==> src/rtl/stream_demux.sv <==
// stream_demux: 1-to-2 valid/ready router with a one-entry registered buffer per sink.
// Optional per-port drain counters are enabled by defining STREAM_DEMUX_CNT_EN.
module stream_demux #(
  parameter int unsigned DATA_W = 32,
  parameter int unsigned CNT_W  = 16
) (
  input  logic              clk,
  input  logic              rst,
  input  logic              in_valid,
  output logic              in_ready,
  input  logic [DATA_W-1:0] in_data,
  input  logic              in_sel,
  output logic              out0_valid,
  input  logic              out0_ready,
  output logic [DATA_W-1:0] out0_data,
  output logic              out1_valid,
  input  logic              out1_ready,
  output logic [DATA_W-1:0] out1_data,
  output logic [CNT_W-1:0]  cnt0,
  output logic [CNT_W-1:0]  cnt1
);

  typedef enum logic {
    EMPTY = 1'b0,
    FULL  = 1'b1
  } buf_state_t;

  buf_state_t        st0;
  buf_state_t        st1;
  logic [DATA_W-1:0] data0;
  logic [DATA_W-1:0] data1;
  logic              accept;
  logic              load0;
  logic              load1;

  // A port can take a word if it is empty or is being drained this cycle.
  assign in_ready = in_sel ? ((st1 == EMPTY) | out1_ready)
                           : ((st0 == EMPTY) | out0_ready);
  assign accept   = in_valid & in_ready;
  assign load0    = accept & ~in_sel;
  assign load1    = accept &  in_sel;

  assign out0_valid = (st0 == FULL);
  assign out1_valid = (st1 == FULL);
  assign out0_data  = data0;
  assign out1_data  = data1;

  // Per-port buffer: a load wins over a drain so back-to-back words stream at full rate.
  always_ff @(posedge clk) begin
    if (rst) begin
      st0   <= EMPTY;
      st1   <= EMPTY;
      data0 <= '0;
      data1 <= '0;
    end else begin
      case (st0)
        EMPTY: begin
          if (load0) begin
            st0   <= FULL;
            data0 <= in_data;
          end
        end
        FULL: begin
          if (load0) begin
            data0 <= in_data;
          end else if (out0_ready) begin
            st0 <= EMPTY;
          end
        end
        default: st0 <= EMPTY;
      endcase
      case (st1)
        EMPTY: begin
          if (load1) begin
            st1   <= FULL;
            data1 <= in_data;
          end
        end
        FULL: begin
          if (load1) begin
            data1 <= in_data;
          end else if (out1_ready) begin
            st1 <= EMPTY;
          end
        end
        default: st1 <= EMPTY;
      endcase
    end
  end

`ifdef STREAM_DEMUX_CNT_EN
  logic [CNT_W-1:0] cnt0_q;
  logic [CNT_W-1:0] cnt1_q;
  logic             drain0;
  logic             drain1;

  assign drain0 = (st0 == FULL) & out0_ready;
  assign drain1 = (st1 == FULL) & out1_ready;

  // Completed-transfer counters, wrapping naturally at 2^CNT_W.
  always_ff @(posedge clk) begin
    if (rst) begin
      cnt0_q <= '0;
      cnt1_q <= '0;
    end else begin
      if (drain0) cnt0_q <= cnt0_q + CNT_W'(1);
      if (drain1) cnt1_q <= cnt1_q + CNT_W'(1);
    end
  end

  assign cnt0 = cnt0_q;
  assign cnt1 = cnt1_q;
`else
  assign cnt0 = '0;
  assign cnt1 = '0;
`endif

endmodule

==> config.mk <==
export PLATFORM = sky130hd
export DESIGN_NAME = stream_demux
export DESIGN_NICKNAME = d
export VERILOG_FILES = /design/src/rtl/stream_demux.sv
export SDC_FILE = /design/constraint.sdc
export NUM_CORES = 1
export LEC_CHECK = 0
export BUFFER_PORTS_ARGS = -buffer_cell sky130_fd_sc_hd__buf_4
export CORE_ASPECT_RATIO = 1.5
export CORE_MARGIN = 5
export CORE_UTILIZATION = 32
export DETAILED_ROUTE_END_ITERATION = 6
export SYNTH_ARGS = -nofsm -noshare
export SYNTH_HDL_FRONTEND = slang
export SYNTH_SLANG_ARGS = --single-unit
==> constraint.sdc <==
create_clock -name clk -period 1.4 [get_ports clk]
set_input_delay 0.14 -clock clk [delete_from_list [all_inputs] [get_ports clk]]
set_output_delay 0.14 -clock clk [all_outputs]
set_load 0.01 [all_outputs]
==> results of run 1 <==
==> cell families after synthesis <==
logic type | Yosys count
compound gates | 2
buf+inv | 50
other cells | 1
flops | 66
mux | 65
simple gates | 102
==> sequential cells by signal (all words and copies together) (netlist names) <==
name / cells
out0_valid: 1
out0_data: 32
out1_data: 32
out1_valid: 1
==> per-layer routing <==
metal,global-route usage (%),part of all wire (%)
met1,12.7,39
met5,0,0
met2,18.8,49
met4,6.31,1.7
met3,4.87,9.6
==> Yosys cell counts (all sizes together) <==
cell    number  share of area (%)
a21oi        2               0.33
and3         1               0.37
and3b        1               0.29
buf         41                 11
clkbuf       9                1.1
conb         1               0.12
dfxtp       66                 44
mux2         1               0.37
mux2i       64                 21
nand2b      98                 21
nand3        1               0.17
nand3b       1               0.25
==> power by group <==
part           internal, W  total, W  leakage, nW  switching, W
clock network      0.00137   0.00218        0.145      0.000808
registers          0.00198   0.00204        0.540     0.0000576
logic             0.000342  0.000633         1.25      0.000292
total              0.00369   0.00485         1.94       0.00116
==> cells in the final DEF, fill, tap and decap left out <==
master,instances
mux2_2,1
nand2b_4,2
and3_4,1
and3b_1,1
nand3b_1,1
clkinvlp_4,1
buf_4,106
nand3_1,1
bufinv_16,1
buf_12,3
clkinv_2,3
clkinv_4,2
conb_1,32
dfxtp_1,66
nand2b_1,96
clkbuf_16,9
mux2i_1,64
a21oi_1,2
==> critical path: stages, from the launching register on <==
cell      delay [ns]
dfxtp_1         0.37
nand2b_4        0.07
mux2_2          0.25
buf_4           0.14
==> area by class of cell <==
class,instances,area (um2),share of cell area (%)
repair buffers,109,856,21.1
well taps,112,140,3.46
flip-flops and latches,66,1320,32.6
multi-input cells,201,1440,35.6
clock inverters,7,70.1,1.73
clock buffers,9,225,5.55
==> path summary, 6_finish.rpt <==
check             slack [ns]    startpoint             to
hold / removal          0.11   in_data[17]  out0_data[17]
setup / recovery        0.09    out0_valid       in_ready
hold reg to reg         0.47  out0_data[8]   out0_data[8]
setup reg to reg        0.30    out1_valid  out1_data[15]
==> through the flow <==
step	setup slack (ns)	instances	hold WS, ns	total power, W	utilization (%)
final	0.0918	504	0.108	0.00485	43.8
after CTS	0.0671	504	0.0930	0.00495	43.8
after floorplan	0.251	317	0.316	0.00249	-
after global routing	0.0252	504	0.112	0.00508	43.8
after global placement	0.330	488	0.421	0.00271	40.6
after detailed placement	0.285	488	0.441	0.00272	40.6
==> results.yml, run 1 <==
synthesis:
  synth.distinct_cells: 16
  synthAdderAreaFrac_pct: 0
  synth-simple-area-share_pct: 21.9
  syn_area_per_cell_um2: 10.5
  synth_xor_area_share_pct: 0
  seq_area_frac_synth_pct: 43.8
  synthesis.area_um2: 3010
  synth_top_family_by_area: "simple AND/OR/NAND/NOR gates"
  ys_ff_latch: 66
  synth_warnings: 0
  synth_mux_area_share_pct: 21.6
  synth_cells: 286
  synth-compound-area-share_pct: 0.332
setup_path:
  crit_path_end_kind: "primary output"
  r2r.worst_path.cells: 4
  startpoint_type: "register"
  arrival_ns: 1.17
  setup.worst_path.class: "reg -> out"
  cp.required_ns: 1.26
  path_max_fanout: 4
place:
  dpl_cell_area_um2: 3760
  post-dp-hpwl_um: 4780
  place.gp.congestion: 0.695
  portBuffers: 104
routing:
  via_per_inst: 4.23
  routed-via-count: 2132
  wl_per_cell_um: 13.2
  drt_iter0_markers: 64
  first_pass_iters: 4
  routed_wl_um: 6660
  drcViolationCount: 0
  detail-route-antenna-nets: 0
floorplanning:
  dieArea_um2: 11500
  core_um2: 9250
  row_count: 43
  die_height_um: 129
  die_x_um: 89.2
  ios: 137
  start_util_pct: 32.6
cts:
  cts.htree.levels: 3
  numCtsBuffers: 9
  clkTransAtPathRegs_ns: 0.06
  clock-sinks: 66
  clockRootBuffer: "clkbuf_16"
  cts_resized: 0
  clkLatencyLatePin_ns: 0.32
  post_cts_buffers: 0
  cts_hold_buf: 0
  cts_tree: "built"
  clock_path_buffers: 2
global_route:
  grt_first_pass_wirelength_um: 10100
  first_global_vias: 2089
  grt.overflow.total: 0
  grt_max_degree: 99
  antenna_found_initial: 0
  grtUsageTotal_pct: 11.6
sta:
  final-setup-viol-count: 0
  min_period_ns: 1.31
  hold_violations: 0
  rsz0062_at_grt: "false"
  min_period_over_period_pct: 93.4
  fin_worst_skew_ns: 0.00448
  setup_tns_ns: 0
  maxSlewViolCount: 0
  fmax_ghz: 0.764
finish:
  drive_gt1_share_pct: 32.9
  fillers: 888
  area_delta_synth_final_pct: 34.5
  nets: 425
  antenna_cells: 0
  post-route-cell-area_um2: 4060
status:
  status: "finished clean"
min_path:
  hold_class: "in -> reg"
  min_path_cells: 3
pwr:
  cellPowerDensity_nw_per_um2: 1200
  leakagePower_nw: 1.94
  vdd_drop_max_uv: 612
flow_run:
  maxCapViolCount: 0
(Power assumes the default switching activity.)
==> inputs of run 2 (changes only) <==
--- a/config.mk
+++ b/config.mk
@@ -6,10 +6,13 @@
 export NUM_CORES = 1
 export LEC_CHECK = 0
 export BUFFER_PORTS_ARGS = -buffer_cell sky130_fd_sc_hd__buf_4
+export CELL_PAD_IN_SITES_DETAIL_PLACEMENT = 1
+export CELL_PAD_IN_SITES_GLOBAL_PLACEMENT = 2
 export CORE_ASPECT_RATIO = 1.5
 export CORE_MARGIN = 5
-export CORE_UTILIZATION = 32
+export CORE_UTILIZATION = 27
 export DETAILED_ROUTE_END_ITERATION = 6
+export PLACE_DENSITY_LB_ADDON = 0.1
 export SYNTH_ARGS = -nofsm -noshare
 export SYNTH_HDL_FRONTEND = slang
 export SYNTH_SLANG_ARGS = --single-unit
==> run 2 against run 1 <==
Setup slack got worse by 0.019 ns. Sequential power is essentially flat. Final area up 1.4%. Die area increased by 17%. First-iteration DRC count down 50%. Worst hold slack worse by 0.0035 ns.
==> results.yml, run 2 (synthesized netlist as in run 1, its figures left out) <==
sta:
  fin_worst_skew_ns: 0.00332
  rsz0062_at_grt: "false"
  setup_tns_ns: 0
  min_period_ns: 1.33
  fin_hold_ws_ns: 0.104
  min_period_over_period_pct: 94.8
  final-setup-viol-count: 0
  fmax_ghz: 0.754
  hold_violations: 0
  maxSlewViolCount: 0
setup_path:
  reg2reg_from: "out0_valid"
  startpoint_type: "register"
  cp.required_ns: 1.26
  crit_path_end_kind: "primary output"
  arrival_ns: 1.19
  setup.worst_path.class: "reg -> out"
  cp-startpoint: "out1_valid"
  path_max_fanout: 4
global_route:
  grtUsageTotal_pct: 11.6
  first_global_vias: 2257
  grt_first_pass_wirelength_um: 11900
  antenna_found_initial: 0
  grt.overflow.total: 0
  grt_max_degree: 99
cts:
  cts_resized: 0
  numCtsBuffers: 9
  cts_tree: "built"
  cts_hold_buf: 0
  clkTransAtPathRegs_ns: 0.05
  clock_path_buffers: 2
  cts.htree.levels: 3
  clock-sinks: 66
  clkLatencyLatePin_ns: 0.32
  post_cts_buffers: 0
  clockRootBuffer: "clkbuf_16"
pwr:
  leakagePower_nw: 1.95
  cellPowerDensity_nw_per_um2: 1190
  vdd_drop_max_uv: 551
place:
  portBuffers: 104
  place.gp.congestion: 0.654
  post-dp-hpwl_um: 5390
  dpl_cell_area_um2: 3810
finish:
  post-route-cell-area_um2: 4110
  mostFrequentLayoutCells: "buf_4 (104), nand2b_1 (96), dfxtp_1 (66)"
  fillers: 1256
  drive_gt1_share_pct: 32.5
  layout_commonest_cell: "buf_4"
  area_delta_synth_final_pct: 36.4
  fin_util_pct: 37.4
  antenna_cells: 0
  nets: 424
routing:
  drcViolationCount: 0
  drt_iter0_markers: 32
  detail-route-antenna-nets: 0
  routed-via-count: 2148
  routed_wl_um: 7610
  first_pass_iters: 4
  wl_per_cell_um: 14.1
  via_per_inst: 3.99
floorplanning:
  die_height_um: 139
  ios: 137
  start_util_pct: 27.4
  dieArea_um2: 13400
  core_um2: 11000
  die_x_um: 96.3
  row_count: 47
min_path:
  min-delay-start: "in_data[4]"
  hold_class: "in -> reg"
flow_run:
  maxCapViolCount: 0
status:
  status: "finished clean"
[run 2: where the power goes]
| group | internal (W) | leakage (nW) | switching (W) |
|---|---|---|---|
| sequential | 0.00198 | 0.540 | 0.0000562 |
| combinational | 0.000344 | 1.26 | 0.000301 |
| clock | 0.00144 | 0.152 | 0.000781 |
[run 2: metal layers]
metal	GRT usage, %	up-vias	wire (um)
li1	-	1057	-
met1	12.8	1005	3010
met2	19.8	82	3990
met3	3.51	4	521
met4	5.62	0	86
met5	0	-	0
[run 2: critical path: stages, from the launching register on]
cell and delay (ns):
dfxtp_1 0.37, nand2b_4 0.08, mux2_2 0.27, buf_4 0.15
[run 2: area by class of cell]
class	count	area (um2)	share of cell area (%)
Multi-Input combinational cell	201	1440	35.1
Sequential cell	66	1320	32.1
Timing Repair Buffer	108	861	20.9
Tap cell	147	184	4.47
Clock buffer	15	298	7.24
Clock inverter	1	5.00	0.122
[run 2: path summary, 6_finish.rpt]
kind / to / slack [ns] / cells after the start
setup / recovery: in_ready / 0.07 / 3
hold reg to reg: out0_data[9] / 0.47 / 2
setup reg to reg: out0_data[27] / 0.28 / 4
hold / removal: out1_data[4] / 0.10 / 3
[run 2: through the flow]
stage                     cells  total power (W)  worst slack (ns)
final                       538          0.00490            0.0733
after global routing        538          0.00517           0.00477
after CTS                   538          0.00502            0.0458
after detailed placement    522          0.00274             0.266
after global placement      522          0.00273             0.301
after floorplan             317          0.00249             0.251
